**src/rtl/id_exe_stage_reg_if.sv**
```systemverilog
// ID -> EXE pipeline bundle: ID-side inputs, EXE-side registered outputs,
// plus the pipeline control strobes (freeze/flush/hazard).
interface id_exe_stage_reg_if #(
   parameter int DATA_WIDTH = 32,
   parameter int CNT_WIDTH  = 16
);
   logic                  freeze;
   logic                  flush;
   logic                  hazard;
   logic                  valid_in;
   logic                  wb_en_in, mem_r_en_in, mem_w_en_in, b_in, s_in;
   logic [3:0]            exe_cmd_in;
   logic [DATA_WIDTH-1:0] pc_in, val_rn_in, val_rm_in;
   logic                  imm_in;
   logic [11:0]           shift_operand_in;
   logic [23:0]           signed_imm_24_in;
   logic [3:0]            dest_in, src1_in, src2_in, sr_in;

   logic                  valid_out;
   logic                  wb_en_out, mem_r_en_out, mem_w_en_out, b_out, s_out;
   logic [3:0]            exe_cmd_out;
   logic [DATA_WIDTH-1:0] pc_out, val_rn_out, val_rm_out;
   logic                  imm_out;
   logic [11:0]           shift_operand_out;
   logic [23:0]           signed_imm_24_out;
   logic [3:0]            dest_out, src1_out, src2_out, sr_out;
   logic [CNT_WIDTH-1:0]  bubble_count;

   modport master (
      output freeze, flush, hazard, valid_in,
      output wb_en_in, mem_r_en_in, mem_w_en_in, b_in, s_in, exe_cmd_in,
      output pc_in, val_rn_in, val_rm_in, imm_in, shift_operand_in,
      output signed_imm_24_in, dest_in, src1_in, src2_in, sr_in,
      input  valid_out, wb_en_out, mem_r_en_out, mem_w_en_out, b_out, s_out,
      input  exe_cmd_out, pc_out, val_rn_out, val_rm_out, imm_out,
      input  shift_operand_out, signed_imm_24_out, dest_out, src1_out,
      input  src2_out, sr_out, bubble_count
   );

   modport slave (
      input  freeze, flush, hazard, valid_in,
      input  wb_en_in, mem_r_en_in, mem_w_en_in, b_in, s_in, exe_cmd_in,
      input  pc_in, val_rn_in, val_rm_in, imm_in, shift_operand_in,
      input  signed_imm_24_in, dest_in, src1_in, src2_in, sr_in,
      output valid_out, wb_en_out, mem_r_en_out, mem_w_en_out, b_out, s_out,
      output exe_cmd_out, pc_out, val_rn_out, val_rm_out, imm_out,
      output shift_operand_out, signed_imm_24_out, dest_out, src1_out,
      output src2_out, sr_out, bubble_count
   );
endinterface

```
**src/rtl/id_exe_stage_reg.sv**
```systemverilog
// ID/EXE pipeline register with flush/hazard bubble insertion, global freeze,
// valid tracking and a saturating bubble counter.
module id_exe_stage_reg #(
   parameter int DATA_WIDTH = 32,
   parameter int CNT_WIDTH  = 16
) (
   input  logic               clk,
   input  logic               rst,
   id_exe_stage_reg_if.slave  bus
);
   typedef struct packed {
      logic                  wb_en;
      logic                  mem_r_en;
      logic                  mem_w_en;
      logic                  b;
      logic                  s;
      logic [3:0]            exe_cmd;
      logic [DATA_WIDTH-1:0] pc;
      logic [DATA_WIDTH-1:0] val_rn;
      logic [DATA_WIDTH-1:0] val_rm;
      logic                  imm;
      logic [11:0]           shift_operand;
      logic [23:0]           signed_imm_24;
      logic [3:0]            dest;
      logic [3:0]            src1;
      logic [3:0]            src2;
      logic [3:0]            sr;
   } fields_t;

   fields_t               fields_reg, fields_next, fields_in;
   logic                  valid_reg, valid_next;
   logic [CNT_WIDTH-1:0]  count_reg, count_next;

   assign fields_in = '{
      wb_en:         bus.wb_en_in,
      mem_r_en:      bus.mem_r_en_in,
      mem_w_en:      bus.mem_w_en_in,
      b:             bus.b_in,
      s:             bus.s_in,
      exe_cmd:       bus.exe_cmd_in,
      pc:            bus.pc_in,
      val_rn:        bus.val_rn_in,
      val_rm:        bus.val_rm_in,
      imm:           bus.imm_in,
      shift_operand: bus.shift_operand_in,
      signed_imm_24: bus.signed_imm_24_in,
      dest:          bus.dest_in,
      src1:          bus.src1_in,
      src2:          bus.src2_in,
      sr:            bus.sr_in
   };

   // An all-zero field set is a NOP: no write-back, no memory access, so a
   // bubble can never re-arm the hazard unit.
   always_comb begin
      fields_next = fields_reg;
      valid_next  = valid_reg;
      count_next  = count_reg;
      if (!bus.freeze) begin
         if (bus.flush) begin
            fields_next = '0;
            valid_next  = 1'b0;
         end else if (bus.hazard) begin
            fields_next = '0;
            valid_next  = 1'b0;
            if (count_reg != {CNT_WIDTH{1'b1}})
               count_next = count_reg + 1'b1;
         end else begin
            fields_next = fields_in;
            valid_next  = bus.valid_in;
         end
      end
   end

   always_ff @(posedge clk) begin
      if (rst) begin
         fields_reg <= '0;
         valid_reg  <= 1'b0;
         count_reg  <= '0;
      end else begin
         fields_reg <= fields_next;
         valid_reg  <= valid_next;
         count_reg  <= count_next;
      end
   end

   assign bus.wb_en_out         = fields_reg.wb_en;
   assign bus.mem_r_en_out      = fields_reg.mem_r_en;
   assign bus.mem_w_en_out      = fields_reg.mem_w_en;
   assign bus.b_out             = fields_reg.b;
   assign bus.s_out             = fields_reg.s;
   assign bus.exe_cmd_out       = fields_reg.exe_cmd;
   assign bus.pc_out            = fields_reg.pc;
   assign bus.val_rn_out        = fields_reg.val_rn;
   assign bus.val_rm_out        = fields_reg.val_rm;
   assign bus.imm_out           = fields_reg.imm;
   assign bus.shift_operand_out = fields_reg.shift_operand;
   assign bus.signed_imm_24_out = fields_reg.signed_imm_24;
   assign bus.dest_out          = fields_reg.dest;
   assign bus.src1_out          = fields_reg.src1;
   assign bus.src2_out          = fields_reg.src2;
   assign bus.sr_out            = fields_reg.sr;
   assign bus.valid_out         = valid_reg;
   assign bus.bubble_count      = count_reg;
endmodule

```
**src/flat_wrapper.sv**
```systemverilog
// flat-port wrapper written by rule: the top's interface ports become plain ports
module id_exe_stage_reg_flat 
#(
   parameter int DATA_WIDTH = 32,
   parameter int CNT_WIDTH  = 16
)
  (clk, rst, bus_freeze, bus_flush, bus_hazard, bus_valid_in, bus_wb_en_in, bus_mem_r_en_in, bus_mem_w_en_in, bus_b_in, bus_s_in, bus_exe_cmd_in, bus_pc_in, bus_val_rn_in, bus_val_rm_in, bus_imm_in, bus_shift_operand_in, bus_signed_imm_24_in, bus_dest_in, bus_src1_in, bus_src2_in, bus_sr_in, bus_valid_out, bus_wb_en_out, bus_mem_r_en_out, bus_mem_w_en_out, bus_b_out, bus_s_out, bus_exe_cmd_out, bus_pc_out, bus_val_rn_out, bus_val_rm_out, bus_imm_out, bus_shift_operand_out, bus_signed_imm_24_out, bus_dest_out, bus_src1_out, bus_src2_out, bus_sr_out, bus_bubble_count);
  id_exe_stage_reg_if #(.DATA_WIDTH(DATA_WIDTH), .CNT_WIDTH(CNT_WIDTH)) bus_i ();
  input  logic clk;
  input  logic rst;
  input wire logic [$bits(bus_i.freeze)-1:0] bus_freeze;
  input wire logic [$bits(bus_i.flush)-1:0] bus_flush;
  input wire logic [$bits(bus_i.hazard)-1:0] bus_hazard;
  input wire logic [$bits(bus_i.valid_in)-1:0] bus_valid_in;
  input wire logic [$bits(bus_i.wb_en_in)-1:0] bus_wb_en_in;
  input wire logic [$bits(bus_i.mem_r_en_in)-1:0] bus_mem_r_en_in;
  input wire logic [$bits(bus_i.mem_w_en_in)-1:0] bus_mem_w_en_in;
  input wire logic [$bits(bus_i.b_in)-1:0] bus_b_in;
  input wire logic [$bits(bus_i.s_in)-1:0] bus_s_in;
  input wire logic [$bits(bus_i.exe_cmd_in)-1:0] bus_exe_cmd_in;
  input wire logic [$bits(bus_i.pc_in)-1:0] bus_pc_in;
  input wire logic [$bits(bus_i.val_rn_in)-1:0] bus_val_rn_in;
  input wire logic [$bits(bus_i.val_rm_in)-1:0] bus_val_rm_in;
  input wire logic [$bits(bus_i.imm_in)-1:0] bus_imm_in;
  input wire logic [$bits(bus_i.shift_operand_in)-1:0] bus_shift_operand_in;
  input wire logic [$bits(bus_i.signed_imm_24_in)-1:0] bus_signed_imm_24_in;
  input wire logic [$bits(bus_i.dest_in)-1:0] bus_dest_in;
  input wire logic [$bits(bus_i.src1_in)-1:0] bus_src1_in;
  input wire logic [$bits(bus_i.src2_in)-1:0] bus_src2_in;
  input wire logic [$bits(bus_i.sr_in)-1:0] bus_sr_in;
  output wire logic [$bits(bus_i.valid_out)-1:0] bus_valid_out;
  output wire logic [$bits(bus_i.wb_en_out)-1:0] bus_wb_en_out;
  output wire logic [$bits(bus_i.mem_r_en_out)-1:0] bus_mem_r_en_out;
  output wire logic [$bits(bus_i.mem_w_en_out)-1:0] bus_mem_w_en_out;
  output wire logic [$bits(bus_i.b_out)-1:0] bus_b_out;
  output wire logic [$bits(bus_i.s_out)-1:0] bus_s_out;
  output wire logic [$bits(bus_i.exe_cmd_out)-1:0] bus_exe_cmd_out;
  output wire logic [$bits(bus_i.pc_out)-1:0] bus_pc_out;
  output wire logic [$bits(bus_i.val_rn_out)-1:0] bus_val_rn_out;
  output wire logic [$bits(bus_i.val_rm_out)-1:0] bus_val_rm_out;
  output wire logic [$bits(bus_i.imm_out)-1:0] bus_imm_out;
  output wire logic [$bits(bus_i.shift_operand_out)-1:0] bus_shift_operand_out;
  output wire logic [$bits(bus_i.signed_imm_24_out)-1:0] bus_signed_imm_24_out;
  output wire logic [$bits(bus_i.dest_out)-1:0] bus_dest_out;
  output wire logic [$bits(bus_i.src1_out)-1:0] bus_src1_out;
  output wire logic [$bits(bus_i.src2_out)-1:0] bus_src2_out;
  output wire logic [$bits(bus_i.sr_out)-1:0] bus_sr_out;
  output wire logic [$bits(bus_i.bubble_count)-1:0] bus_bubble_count;
  assign bus_i.freeze = bus_freeze;
  assign bus_i.flush = bus_flush;
  assign bus_i.hazard = bus_hazard;
  assign bus_i.valid_in = bus_valid_in;
  assign bus_i.wb_en_in = bus_wb_en_in;
  assign bus_i.mem_r_en_in = bus_mem_r_en_in;
  assign bus_i.mem_w_en_in = bus_mem_w_en_in;
  assign bus_i.b_in = bus_b_in;
  assign bus_i.s_in = bus_s_in;
  assign bus_i.exe_cmd_in = bus_exe_cmd_in;
  assign bus_i.pc_in = bus_pc_in;
  assign bus_i.val_rn_in = bus_val_rn_in;
  assign bus_i.val_rm_in = bus_val_rm_in;
  assign bus_i.imm_in = bus_imm_in;
  assign bus_i.shift_operand_in = bus_shift_operand_in;
  assign bus_i.signed_imm_24_in = bus_signed_imm_24_in;
  assign bus_i.dest_in = bus_dest_in;
  assign bus_i.src1_in = bus_src1_in;
  assign bus_i.src2_in = bus_src2_in;
  assign bus_i.sr_in = bus_sr_in;
  assign bus_valid_out = bus_i.valid_out;
  assign bus_wb_en_out = bus_i.wb_en_out;
  assign bus_mem_r_en_out = bus_i.mem_r_en_out;
  assign bus_mem_w_en_out = bus_i.mem_w_en_out;
  assign bus_b_out = bus_i.b_out;
  assign bus_s_out = bus_i.s_out;
  assign bus_exe_cmd_out = bus_i.exe_cmd_out;
  assign bus_pc_out = bus_i.pc_out;
  assign bus_val_rn_out = bus_i.val_rn_out;
  assign bus_val_rm_out = bus_i.val_rm_out;
  assign bus_imm_out = bus_i.imm_out;
  assign bus_shift_operand_out = bus_i.shift_operand_out;
  assign bus_signed_imm_24_out = bus_i.signed_imm_24_out;
  assign bus_dest_out = bus_i.dest_out;
  assign bus_src1_out = bus_i.src1_out;
  assign bus_src2_out = bus_i.src2_out;
  assign bus_sr_out = bus_i.sr_out;
  assign bus_bubble_count = bus_i.bubble_count;
  id_exe_stage_reg #(.DATA_WIDTH(DATA_WIDTH), .CNT_WIDTH(CNT_WIDTH)) u_core (.clk(clk), .rst(rst), .bus(bus_i));
endmodule
```
**config.mk**
```make
export PLATFORM = sky130hd
export DESIGN_NAME = id_exe_stage_reg_flat
export DESIGN_NICKNAME = d
export VERILOG_FILES = /design/src/rtl/id_exe_stage_reg_if.sv /design/src/rtl/id_exe_stage_reg.sv /design/src/flat_wrapper.sv
export SDC_FILE = /design/constraint.sdc
export NUM_CORES = 1
export LEC_CHECK = 0
export ABC_AREA = 1
export BUFFER_PORTS_ARGS = -buffer_cell sky130_fd_sc_hd__buf_4
export CAP_MARGIN = 20
export CORE_ASPECT_RATIO = 2
export CORE_MARGIN = 3
export CORE_UTILIZATION = 41
export DETAILED_ROUTE_END_ITERATION = 6
export PLACE_DENSITY = 0.88
export SLEW_MARGIN = 20
export SYNTH_ARGS = -nofsm -noshare
export SYNTH_HDL_FRONTEND = slang
export SYNTH_SLANG_ARGS = --single-unit
```
**constraint.sdc**
```tcl
create_clock -name clk -period 1.3 [get_ports clk]
set_input_delay 0.26 -clock clk [delete_from_list [all_inputs] [get_ports clk]]
set_output_delay 0.26 -clock clk [all_outputs]
set_load 0.02 [all_outputs]
```
### Word-level counts from Yosys, hierarchy flattened

Index checks and enable logic that the tools add are counted.

* add/subtract/negate cells: 1
* equality and inequality tests: 1
* muxes and demuxes: 4
* bitwise logic cells: 2
* reduce and logical (&&, ||, !) cells: 1

Operators by type and width (number)
* 158-bit 2-to-1 mux: 2
* 16-bit by 1-bit adder with 16-bit output (second input constant): 1
* 16-bit inequality test (second input constant): 1
* 4-bit AND reduction: 1
* 1-bit 2-to-1 mux: 2
* 1-bit NOT: 2

* bits in registers: 175
* bits of input ports: 164
* output and inout port bits: 175
* logic and storage cells: 27

### Depth between registers and ports, before layout

* word-level depth: 2
* depth in mapped cells: 11

### Least setup slack after synthesis

OpenSTA, ideal clock, no wires.

* path kind: reg-to-reg
* start point: reg u_core.count_reg[0], in the netlist u_core.bus.bubble_count[0]
* end point: reg u_core.count_reg[15], in the netlist u_core.bus.bubble_count[15]
* library setup time: 0.115 ns
* arrival time: 1.489 ns
* path slack: -0.304 ns
* stages on the path, launching flop included: 10
* path buffers: 1
* clock period less this slack: 1.604 ns
* path through: dfxtp_1 ha_1 nand2_1 nor2_2 nand2_1 nor2_2 nor2_4 buf_6 a21oi_1 nor2_1

* cells in the longest elaborated chain, start to end: 2
* elaborated cells on any way between the ends: 3
* those cells by class: add/sub (1); eq/ne (1); reduce/logical (1)

RTL lines
* start, declared: RTL line id_exe_stage_reg.sv:32 `logic [CNT_WIDTH-1:0] count_reg, count_next;`
* start signal, assigned: RTL line id_exe_stage_reg.sv:83 `count_reg <= count_next;`
* parallel branches: the longest is 2 deep, another holds 16-bit by 1-bit adder with 16-bit output

Parallel ways; which one is timed is not known.
A chain may end at the register's enable or synchronous reset.

### Worst setup path after layout

* start point: reg u_core.count_reg[0], in the netlist u_core.bus.bubble_count[0]
* end point: reg u_core.count_reg[14], in the netlist u_core.bus.bubble_count[14]

Same word-level chain as after synthesis.

==> out/metrics.cfg <==
[global_route]
antenna_found_initial = 0
grt_max_degree = 105
grtUsageTotal = 0.251
grt_pass1_wl_um = 33900
first_global_vias = 6773
grt_overflow = 0

[sta]
fmax_ghz = 0.666
rsz0062_at_grt = true
final-setup-viol-count = 20
max_slew_margin = 0.676
skew_ns = 0.00598
setup_slack_ns = -0.201
period_minus_slack_ns = 1.50
hold_viol = 0
worst_hold_slack_ns = 0.0866
tightestPinTransition_ns = 0.485
fin_setup_tns_ns = -2.15
drv_slew = 0
post-route-period-util = 1.15

[critical_path]
cp_top_family = simple AND/OR/NAND/NOR gates
path_cells = ha_4 -> nand2_4 -> nor2_4 -> nand4_1 -> buf_4 -> nor2_2 -> nand3_1 -> nand2_1 -> nor2_1
critical_path_arrival_ns = 1.81
path_class = reg2reg
critPathRequiredTime_ns = 1.61
r2r_end = u_core.bus.bubble_count[14]
crit_buf_inv = 1
startpoint = u_core.bus.bubble_count[0]
rr_startpoint = u_core.bus.bubble_count[0]
worst_path_max_delay_cell = dfxtp_4
max_stage_delay_ns = 0.37
critPathLaunchType = register
end_kind = register
rrSetupSlack_ns = -0.20
rr_worst_depth = 9
cp_max_fo = 4

[pwr]
p_comb_frac = 0.111
pwr-share-seq = 0.466
p_int_mw = 8.97
p_leak_nw = 4.52
swShare = 0.247
vdd_drop_max_uv = 937
pwr-share-clk = 0.423
power_density_nw_per_um2 = 1160
switching_power_mw = 2.95

[placed_design]
place_congestion = 0.900
place_area_um2 = 9480
port_buffers = 338
hpwl_um = 16100

[yosys]
synth_cells = 860
yosysMostFrequentCell = nand2_1
synth_cell_type_count = 19
seq_area_frac_synth = 0.544
synth_top_area_cell = dfxtp_1
syn_nets = 1025
synth_edf_count = 0
synth_flop_cell = dfxtp_1
ys_seq_elements = 175
synth.avg_cell_area_um2 = 7.49
synth_area_leaders = dfxtp_1 (54%), nand2_1 (22%), a21oi_1 (13%)
ys_warn_count = 0
synth_top_cells_by_count = nand2_1 (373), dfxtp_1 (175), a21oi_1 (165), clkbuf_1 (34), nor2_1 (31)
synth_top_area_frac = 0.544
syn_area_um2 = 6440
async_reset_ff_frac = 0

[layout]
fin_nets = 1374
diodes = 0
area_growth_pct = 60.1
fin_area_um2 = 10300
drive_gt1_frac = 0.386

[route]
drc = 0
dr.pass1.iters = 6
drt_wl_total_um = 23100
ant_nets = 0
drtIter0Drc = 287
viasPerCell = 4.96
vias = 7034
routedWlPerCell_um = 16.3

[floorplanning]
fp-row-count = 64
die_h_um = 183
io_pins = 339
die_area_um2 = 17300
core_area_um2 = 15400
dieWidth_um = 94.6
initial_utilization = 0.419

[run_status]
violations = negative setup slack
status = finished, violations left

[cts]
clock-sinks = 175
ctsHtreeMaxLevel = 4
insertion_delay_ns = 0.42
tritoncts = built
cts_buffer_depth = 2
numCtsBuffers = 17
cts_root_buf = clkbuf_16
clk_pin_slew_ns = 0.07
cts_hold_buffers = 0

[hold_path]
hold_depth = 3
holdPathEnd = u_core.bus.signed_imm_24_out[2]
hold_path_class = in2reg
min_from = bus_signed_imm_24_in[2]

[job]
drv_cap = 0

==> repair_timing <==
| action | in CTS | in global routing |
|---|---|---|
| buffers inserted | 3 | 3 |
| gates resized for setup | 42 | 18 |
| setup endpoints to repair | 31 | 30 |
| gates cloned | 0 | 1 |
| pin swaps | 4 | 3 |
==> worst max-delay path by stage <==
stage,endpoint,cells after the start
floorplan,u_core.bus.bubble_count[14],10
global placement,u_core.bus.bubble_count[6],11
detailed placement,u_core.bus.bubble_count[13],7
CTS,u_core.bus.bubble_count[5],11
global route,u_core.bus.bubble_count[14],8
finish,u_core.bus.bubble_count[14],9
==> per-stage QoR <==
step                      utilization  setup WS, ns  std cells  power [mW]
after floorplan                     -       -0.0535        860        6.21
after global placement          0.616       -0.0454       1382        6.94
after detailed placement        0.616        -0.104       1382        6.96
after CTS                       0.664       -0.0898       1416        12.0
after global routing            0.670        -0.272       1419        12.3
final                           0.670        -0.201       1419        11.9
==> power groups by stage <==
stage,sequential (mW),combinational (mW),clock (mW)
2_1_floorplan,5.82,0.387,0
3_3_place_gp,5.67,1.27,0
3_5_place_dp,5.68,1.29,0
4_1_cts,5.55,1.31,5.11
5_1_grt,5.56,1.41,5.33
6_report,5.55,1.32,5.04
==> final cells by class <==
cell class | instances | area [um2]
Fill cell | 1192 | 5070
Clock inverter | 12 | 138
Tap cell | 198 | 248
Inverter | 31 | 116
Clock buffer | 19 | 433
Timing Repair Buffer | 386 | 3160
Sequential cell | 175 | 3530
Multi-Input combinational cell | 598 | 2680
==> flip-flops by register name (all words and copies together) (netlist names) <==
register / count
u_core.bus.val_rm_out: 32
u_core.bus.mem_w_en_out: 1
u_core.bus.imm_out: 1
u_core.bus.exe_cmd_out: 4
u_core.bus.src1_out: 4
u_core.bus.src2_out: 4
u_core.bus.valid_out: 1
u_core.bus.pc_out: 32
u_core.bus.shift_operand_out: 12
u_core.bus.s_out: 1
u_core.bus.val_rn_out: 32
u_core.bus.signed_imm_24_out: 24
u_core.bus.sr_out: 4
u_core.bus.mem_r_en_out: 1
u_core.bus.bubble_count: 16
u_core.bus.b_out: 1
u_core.bus.dest_out: 4
u_core.bus.wb_en_out: 1
==> cell usage in the layout (no fill, tap or decap), drive strengths merged <==
| cell | n |
|---|---|
| xor2 | 1 |
| bufinv | 2 |
| a21oi | 165 |
| inv | 33 |
| nor3 | 1 |
| nand4 | 2 |
| nand2 | 373 |
| or2 | 1 |
| clkbuf | 20 |
| clkinvlp | 5 |
| buf | 385 |
| dfxtp | 175 |
| nor2 | 36 |
| clkinv | 3 |
| ha | 1 |
| nand3 | 18 |
==> worst register-to-register path, delay by kind of cell, from the launching register on <==
kind / cells / cell delay (ns)
AND/OR/NAND/NOR: 7 / 0.69
flip-flops: 1 / 0.37
buffers and inverters: 1 / 0.19
adder cells (fa/ha/maj): 1 / 0.14
==> kinds of logic after synthesis <==
| logic type | count (synthesis) | share of synthesized area |
|---|---|---|
| flip-flops | 175 | 0.544 |
| buffers and inverters | 87 | 0.0624 |
| AND/OR/NAND/NOR | 431 | 0.262 |
| XOR/XNOR | 1 | 0.00136 |
| adder cells (fa/ha/maj) | 1 | 0.00194 |
| AO/OA/AOI/OAI | 165 | 0.128 |
==> per-layer routing <==
metal / track usage / part of all wire / vias to the layer above
li1: - / - / 3411
met1: 0.254 / 0.34 / 3199
met2: 0.446 / 0.53 / 330
met3: 0.0591 / 0.070 / 94
met4: 0.161 / 0.058 / 0
met5: 0 / 0 / -
No activity file was read; power rests on OpenSTA's default activity.
